**config.mk**
```make
export PLATFORM = sky130hd
export DESIGN_NAME = hazard_ctrl
export DESIGN_NICKNAME = d
export VERILOG_FILES = /design/src/rtl/hazard_ctrl.sv
export SDC_FILE = /design/constraint.sdc
export NUM_CORES = 1
export LEC_CHECK = 0
export CAP_MARGIN = 0
export CORE_MARGIN = 2
export CORE_UTILIZATION = 47
export CTS_BUF_LIST = sky130_fd_sc_hd__clkbuf_4 sky130_fd_sc_hd__clkbuf_8 sky130_fd_sc_hd__clkbuf_16
export DETAILED_ROUTE_END_ITERATION = 6
export GPL_ROUTABILITY_DRIVEN = 0
export GPL_TIMING_DRIVEN = 0
export HOLD_SLACK_MARGIN = 0.15
export PLACE_DENSITY = 0.82
export SLEW_MARGIN = 20
export SYNTH_ARGS = -nofsm -noshare
export SYNTH_HDL_FRONTEND = slang
export SYNTH_SLANG_ARGS = --single-unit
export TNS_END_PERCENT = 1
```
**constraint.sdc**
```tcl
create_clock -name clk -period 6.48 [get_ports clk]
set_input_delay 1.296 -clock clk [delete_from_list [all_inputs] [get_ports clk]]
set_output_delay 1.296 -clock clk [all_outputs]
set_load 0.02 [all_outputs]
```
**src/rtl/hazard_ctrl.sv**
```systemverilog
// -----------------------------------------------------------------------------
// hazard_ctrl
//
// Pipeline hazard controller for the 5-stage MIPS core. Generates the hold
// (stall) and bubble (flush) controls for the PC, IF/ID, ID/EX, EX/MEM and
// MEM/WB registers from the current pipeline contents, and keeps a mul/div
// busy tracker plus two saturating performance counters.
//
// Parameters:
//   REG_W         register-address width
//   BRANCH_IN_EX  1: branches resolve in EX (flush IF/ID and ID/EX)
//                 0: branches resolve in ID (flush IF/ID only, with an
//                    operand interlock on the branch sources)
//   MD_LATENCY    mul/div busy cycles (0 = no mul/div unit)
//   CNT_W         performance counter width
//
// Ports:
//   clk, reset_n                      clock (rising edge), async active-low reset
//   if_id_rs/rt, id_uses_rs/rt        source registers of the ID instruction
//   id_is_branch, id_md_use           ID instruction class
//   id_ex_rt, id_ex_mem_read          load in EX (load-use detection)
//   id_ex_wreg, id_ex_reg_write       destination of the EX instruction
//   ex_mem_wreg, ex_mem_mem_read      load in MEM (ID branch interlock)
//   md_start                          EX instruction launches mul/div
//   mem_wait                          data memory not ready: freeze pipeline
//   jump, branch_taken                control-flow change requests
//   cnt_clr                           synchronous clear of both counters
//   pc_stall .. ex_mem_stall          hold the register
//   if_id_flush .. mem_wb_flush       load a bubble
//   md_busy                           mul/div unit occupied
//   stall_count, flush_count          saturating event counters
// -----------------------------------------------------------------------------
module hazard_ctrl #(
    parameter int REG_W        = 5,
    parameter int BRANCH_IN_EX = 1,
    parameter int MD_LATENCY   = 4,
    parameter int CNT_W        = 16
) (
    input  logic             clk,
    input  logic             reset_n,
    input  logic [REG_W-1:0] if_id_rs,
    input  logic [REG_W-1:0] if_id_rt,
    input  logic             id_uses_rs,
    input  logic             id_uses_rt,
    input  logic             id_is_branch,
    input  logic             id_md_use,
    input  logic [REG_W-1:0] id_ex_rt,
    input  logic             id_ex_mem_read,
    input  logic [REG_W-1:0] id_ex_wreg,
    input  logic             id_ex_reg_write,
    input  logic [REG_W-1:0] ex_mem_wreg,
    input  logic             ex_mem_mem_read,
    input  logic             md_start,
    input  logic             mem_wait,
    input  logic             jump,
    input  logic             branch_taken,
    input  logic             cnt_clr,
    output logic             pc_stall,
    output logic             if_id_stall,
    output logic             id_ex_stall,
    output logic             ex_mem_stall,
    output logic             if_id_flush,
    output logic             id_ex_flush,
    output logic             mem_wb_flush,
    output logic             md_busy,
    output logic [CNT_W-1:0] stall_count,
    output logic [CNT_W-1:0] flush_count
);

    localparam logic BR_EX = (BRANCH_IN_EX != 0);
    // A zero-latency unit still needs a 1-bit counter; it simply never loads
    // a nonzero value, so md_busy stays low.
    localparam int MD_W = (MD_LATENCY > 0) ? $clog2(MD_LATENCY + 1) : 1;
    localparam logic [MD_W-1:0] MD_LOAD = MD_W'(MD_LATENCY);

    logic            freeze;
    logic            lu;
    logic            mdh;
    logic            brh;
    logic            brx;
    logic            hz;
    logic            rs_br_dep;
    logic            rt_br_dep;
    logic [MD_W-1:0] md_cnt;

    // -------------------------------------------------------------------------
    // Hazard terms
    // -------------------------------------------------------------------------
    // NOTE: every signal assigned in this always_comb gets a value on entry,
    // so no path can leave one unassigned and infer a latch.
    always_comb begin
        lu        = 1'b0;
        rs_br_dep = 1'b0;
        rt_br_dep = 1'b0;
        brh       = 1'b0;

        freeze = mem_wait;

        // Load in EX whose result the ID instruction needs next cycle.
        if (id_ex_mem_read && (id_ex_rt != '0)) begin
            lu = (id_uses_rs && (id_ex_rt == if_id_rs)) ||
                 (id_uses_rt && (id_ex_rt == if_id_rt));
        end

        mdh = id_md_use && md_busy;

        // An ID-resolved branch compares its operands in ID, so it must wait
        // for any ALU result still in EX and any load result still in MEM.
        rs_br_dep = id_uses_rs && (if_id_rs != '0) &&
                    ((id_ex_reg_write && (id_ex_wreg == if_id_rs)) ||
                     (ex_mem_mem_read && (ex_mem_wreg == if_id_rs)));
        rt_br_dep = id_uses_rt && (if_id_rt != '0) &&
                    ((id_ex_reg_write && (id_ex_wreg == if_id_rt)) ||
                     (ex_mem_mem_read && (ex_mem_wreg == if_id_rt)));
        brh = !BR_EX && id_is_branch && (rs_br_dep || rt_br_dep);

        brx = BR_EX && branch_taken;

        // A taken branch resolved in EX squashes the ID instruction, so there
        // is nothing left to stall for.
        hz = (lu || mdh || brh) && !brx;
    end

    // -------------------------------------------------------------------------
    // Stall / flush outputs (zero latency)
    // -------------------------------------------------------------------------
    assign pc_stall     = freeze | hz;
    assign if_id_stall  = freeze | hz;
    assign id_ex_stall  = freeze;
    assign ex_mem_stall = freeze;
    assign mem_wb_flush = freeze;

    // A jump or ID-resolved branch seen while ID is stalled is not lost: its
    // inputs stay asserted and the flush fires once the stall clears.
    assign if_id_flush  = !freeze && (brx || (!hz && (jump || (!BR_EX && branch_taken))));
    assign id_ex_flush  = !freeze && (hz || brx);

    // -------------------------------------------------------------------------
    // Mul/div busy tracker
    // -------------------------------------------------------------------------
    assign md_busy = (md_cnt != '0);

    // NOTE: sequential state is updated with non-blocking assignments so every
    // register samples the pre-edge values regardless of process ordering.
    always_ff @(posedge clk or negedge reset_n) begin
        if (!reset_n) begin
            md_cnt <= '0;
        end else if (md_start && !freeze && !md_busy) begin
            md_cnt <= MD_LOAD;
        end else if (md_busy) begin
            // Keeps counting through a memory freeze: the unit runs on its own.
            md_cnt <= md_cnt - MD_W'(1);
        end
    end

    // -------------------------------------------------------------------------
    // Saturating performance counters
    // -------------------------------------------------------------------------
    always_ff @(posedge clk or negedge reset_n) begin
        if (!reset_n) begin
            stall_count <= '0;
            flush_count <= '0;
        end else if (cnt_clr) begin
            stall_count <= '0;
            flush_count <= '0;
        end else begin
            if (pc_stall && (stall_count != '1)) begin
                stall_count <= stall_count + CNT_W'(1);
            end
            if (if_id_flush && (flush_count != '1)) begin
                flush_count <= flush_count + CNT_W'(1);
            end
        end
    end

endmodule

```
### Word-level counts from Yosys, hierarchy flattened

Index checks and enable logic that the tools add are counted.

| storage, ports and cells | value |
|---|---|
| bits in registers | 35 |
| output and inout port bits | 40 |
| logic and storage cells | 43 |

| operators by class | value |
|---|---|
| add/sub/neg operators | 3 |
| equal/unequal tests | 4 |
| multiplexer cells | 7 |
| bitwise gates (word level) | 1 |
| reductions and logical operators | 25 |

Operator list:

| cell | number |
|---|---|
| $mux 16 | 4 |
| $add 16x1->16 const B | 2 |
| $ne 16x16->1 const B | 2 |
| $logic_and 1x1->1 | 12 |
| $eq 5x5->1 | 2 |
| $mux 3 | 2 |
| $reduce_bool 2->1 | 3 |
| $reduce_bool 5->1 | 1 |
| $logic_not 1->1 | 4 |
| $logic_or 1x1->1 | 4 |
| $reduce_bool 3->1 | 1 |
| $sub 3x1->3 const B | 1 |
| $mux 1 | 1 |
| $or 1x1->1 | 1 |

### Depth between registers and ports, before layout

| depth | value |
|---|---|
| depth in word-level cells | 13 |
| depth in mapped cells | 12 |
| gate-level depth less buffers | 10 |

### Least setup slack after synthesis

Ideal clock, no wire load.

| path | value |
|---|---|
| path kind | input to output |
| start | in id_ex_rt[1] |
| end | out pc_stall |
| arrival time | 2,636 ps |
| required time | 5,184 ps |
| path slack | 2,548 ps |
| cell stages on the path | 6 |
| path through | xnor2_1 -> nand4_1 -> o22ai_1 -> nand2_1 -> o21ai_0 -> buf_4 |

| between the ends | value |
|---|---|
| longest elaborated chain between the ends | 7 |

Ends and longest elaborated chain:

| element | line | source |
|---|---|---|
| start, declared | 47 | `input logic [REG_W-1:0] id_ex_rt,` |
| $eq 5x5->1 (on tied branches) | 101, 102 |  |
| $logic_and 1x1->1 (on tied branches) | 101, 102 |  |
| $logic_or 1x1->1 | 101 | `lu = (id_uses_rs && (id_ex_rt == if_id_rs)) \|\|` |
| $mux 1 (*) | 100 | `if (id_ex_mem_read && (id_ex_rt != '0)) begin` |
| $logic_or 1x1->1 (*) | 121 | `hz = (lu \|\| mdh \|\| brh) && !brx;` |
| $logic_and 1x1->1 (*) | 121 |  |
| $or 1x1->1 (*) | - |  |
| end, declared | 58 | `output logic pc_stall,` |

Mark *: on every way between the ends. The rest lies on a longest branch, timed or not.

### Worst setup path after layout

| path | value |
|---|---|
| start | in id_ex_rt[1] |
| end | out pc_stall |

| between the ends | value |
|---|---|
| longest elaborated chain between the ends | 7 |

Ends and longest elaborated chain:

| element | line | source |
|---|---|---|
| $eq 5x5->1 (on tied branches) | 101, 102 |  |
| $logic_and 1x1->1 (on tied branches) | 101, 102 |  |
| $logic_or 1x1->1 | 101 |  |
| $mux 1 (*) | 100 |  |
| $logic_or 1x1->1 (*) | 121 |  |
| $logic_and 1x1->1 (*) | 121 |  |
| $or 1x1->1 (*) | 127 | `assign pc_stall = freeze \| hz;` |

Marks and branches as above.

==> PnR_summary.wiki <==
{| class="wikitable"
! Metric !! Value
|-
| Number of non-filler instances in the completed layout || around 360
|-
| Final Core Density || 0.667
|-
| Cell count after synthesis || 238
|-
| DR pass1 iterations || 4
|-
| Number of buffers inserted by port buffering || 64
|-
| Post-route setup slack || 1.76 ns
|-
| Placeable core region || between 0.004 and 0.005 mm^2
|-
| Layout cell share with drive strength beyond 1 || 0.0547
|-
| Total Power Consumption || 0.538 mW
|-
| Sequential fraction of design power || 0.453
|-
| Worst Max-Slew Pin Slew || 0.509 ns
|-
| Full die area || just under 0.005 mm^2
|-
| Post-DR vias/cell || 5.56
|-
| Number of buffers on the longest clock path || 2
|-
| Max cap viols || 0
|-
| PwrDens || between 150 and 200 mW/mm^2
|-
| P_int || 0.375 mW
|-
| Vias || 2019
|-
| I/O pin count || 79
|-
| Maximum level of the CTS H-tree || 2
|-
| Final antenna diode count || 0
|-
| CTS tree || done
|-
| Worst IR Drop VDD || 192 uV
|-
| Vias in the first global route || 1819
|-
| Max Fclk || about 0.21 GHz
|-
| Initial Util || 0.478
|-
| Final routed DRC violation total || 0
|-
| Fin. Hold Viols || 0
|-
| Crit path required time || 5.18 ns
|-
| Number of nets at the end of the flow || 353
|-
| Switching part of the total || 0.303
|-
| Most common library cell in the layout ignoring fill and taps || clkdlybuf4s50_1
|-
| Arrival time worst endpoint || about 3.4 ns
|-
| Resize count post-CTS || 0
|-
| Final worst path period need || around 4.7 ns
|-
| Width of the chip || about 70 um
|-
| Accumulated negative setup slack || 0 ns
|-
| Drt wl/cell || 14.1 um
|-
| Maximum clock skew at final layout || 0.00777 ns
|-
| Most common flop cell mapped by yosys || dfrtp_1
|-
| Number of placement rows || 24
|-
| Cell Area, Synth || 0.00205 mm^2
|-
| Async SR Flop Fraction || 1.00
|-
| Initial antenna violation count || 0
|-
| EDFF count, synth || 0
|-
| Endpoints failing setup || 0
|-
| Largest net degree at the start of global routing || 29
|-
| Biggest area consumer among synthesized cells || dfrtp_1
|-
| Seq cells post-synth || 35
|-
| HPWL after DPL || 3770 um
|-
| Worst Path Max Fanout || 3
|-
| Run status || complete, no violations
|-
| Worst-case headroom to the max-slew limit || 0.661
|-
| Final clock period utilization by the worst path || 0.728
|-
| Total clock buffers created by CTS || 5
|-
| Highest-count cells in the layout ignoring fill and taps || 63 x clkdlybuf4s50_1, 35 x dfrtp_1, 26 x nand2_1
|-
| Clk pwr share || 0.298
|-
| Global-route wire length before repair || 8580 um
|-
| Routed Wire Length || between 5000 and 6000 um
|-
| Post-synthesis sequential area ratio || 0.427
|-
| Distinct cells, synth || 32
|-
| Synthesized Nets || between 200 and 300
|-
| Clock Latency Late Sink || 0.29 ns
|-
| NetSw || 0.163 mW
|-
| Post-Syn Area per Cell || 8.63 um^2
|-
| First-iteration detailed-routing DRC count || 79
|-
| Clock sink count || 35
|-
| Count of yosys warnings during synthesis || 0
|-
| Number of buffers inserted by hold repair at cts || 0
|-
| Worst min path class || flop to flop
|-
| Total GRT Usage || 0.220
|-
| Count of final max-slew check failures || 0
|-
| DRT antenna net count || 0
|-
| Post-placement cell count || roughly 360
|-
| Setup repair bufs after CTS || 0
|-
| Area growth from synthesis to final layout || 39.4%
|-
| Endpoint type of the worst setup path || output port
|-
| Static leakage || approximately 1.1 nW
|-
| Logic gate share of total power || 0.249
|-
| Startpoint-to-endpoint class of the critical path || input port to output port
|-
| Root buffer selected by CTS || clkbuf_8
|-
| Pre-CTS WS || 1.75 ns
|-
| Y dimension of the die || ~70 um
|-
| Ranking of synthesized cells by area || dfrtp_1 43%, xnor2_1 9.0%, a21oi_1 6.1%
|-
| Fraction of post-synthesis cell area in the top cell type by area || 0.427
|-
| Setup repair after global routing missed its margin || no
|-
| Critical path startpoint category || input port
|-
| Total congestion overflow after global routing || 0
|-
| Clock transition at the registers of the reported paths || 0.07 ns
|}
==> critical path, stage by stage <==
cell             delay, ns
clkdlybuf4s50_1       0.52
xnor2_1               0.15
nand4_1               0.12
o22ai_1               0.29
nand2_1               0.11
o21ai_0               0.21
buf_4                 0.14
clkdlybuf4s50_1       0.58
==> metrics by stage <==
| step | hold WS (ns) | instance area, um^2 |
|---|---|---|
| after global routing | 0.501 | 2860 |
| after CTS | 0.482 | 2860 |
| after global placement | 0.468 | 2760 |
| final | 0.479 | 2860 |
| after floorplan | 0.443 | 2050 |
| after detailed placement | 0.471 | 2770 |
==> power groups by stage <==
stage	clock network, mW	logic [mW]	registers (mW)
4_1_cts	0.163	0.136	0.244
5_1_grt	0.173	0.150	0.246
3_3_place_gp	0	0.131	0.247
3_5_place_dp	0	0.135	0.248
2_1_floorplan	0	0.0729	0.251
6_report	0.160	0.134	0.244
==> synthesized netlist by cell type, types with 2 or more instances <==
| cell | instances |
|---|---|
| o21ai_0 | 14 |
| nor2b_1 | 6 |
| or4_1 | 7 |
| a211oi_1 | 2 |
| nand4_1 | 8 |
| nand3_1 | 9 |
| nor2_1 | 18 |
| clkbuf_1 | 8 |
| xnor2_1 | 21 |
| dfrtp_1 | 35 |
| nor4_1 | 5 |
| nand2_1 | 26 |
| a21o_1 | 2 |
| nor3_1 | 4 |
| buf_4 | 4 |
| inv_1 | 7 |
| and3_1 | 5 |
| or3_1 | 11 |
| o31ai_1 | 6 |
| a21oi_1 | 25 |
| ha_1 | 4 |
==> state kept, by name (all words and copies together), names as in the netlist <==
name	flops
flush_count	16
md_cnt	3
stall_count	16
==> area by class of cell <==
| class | instances | area, um^2 |
|---|---|---|
| tap | 52 | 65.1 |
| multi-input combinational | 182 | 1080 |
| sequential | 35 | 876 |
| fill | 370 | 1430 |
| timing repair buffer | 65 | 656 |
| inverter | 7 | 26.3 |
| buffer | 14 | 75.1 |
| clock buffer | 6 | 76.3 |
| clock inverter | 2 | 12.5 |
==> logic make-up (layout without fill, tap and decap cells) <==
logic type | count (synthesis) | in the layout | share of synthesized area
AND/OR/NAND/NOR | 102 | 102 | 0.254
AO/OA/AOI/OAI | 52 | 52 | 0.141
XOR/XNOR | 22 | 22 | 0.0938
buffers and inverters | 21 | 94 | 0.0494
multiplexers | 2 | 2 | 0.0104
adder cells (fa/ha/maj) | 4 | 4 | 0.0244
flip-flops | 35 | 35 | 0.427
==> final timing paths <==
kind,from,endpoint,slack (ns),cells after the start
min,md_cnt[2],md_cnt[2],0.48,1
min in group asynchronous,reset_n,stall_count[15],0.85,1
max in group asynchronous,reset_n,stall_count[10],5.22,2
min reg2reg,md_cnt[2],md_cnt[2],0.48,1
max,id_ex_rt[1],pc_stall,1.76,8
max reg2reg,md_cnt[0],flush_count[14],3.71,12
==> layer usage <==
metal / share of wire / vias up / global-route usage
met4: 0.014 / 0 / 0.0726
li1: - / 991 / -
met1: 0.44 / 952 / 0.294
met5: 0 / - / 0
met3: 0.074 / 4 / 0.0577
met2: 0.47 / 72 / 0.350
(Power assumes the default switching activity.)
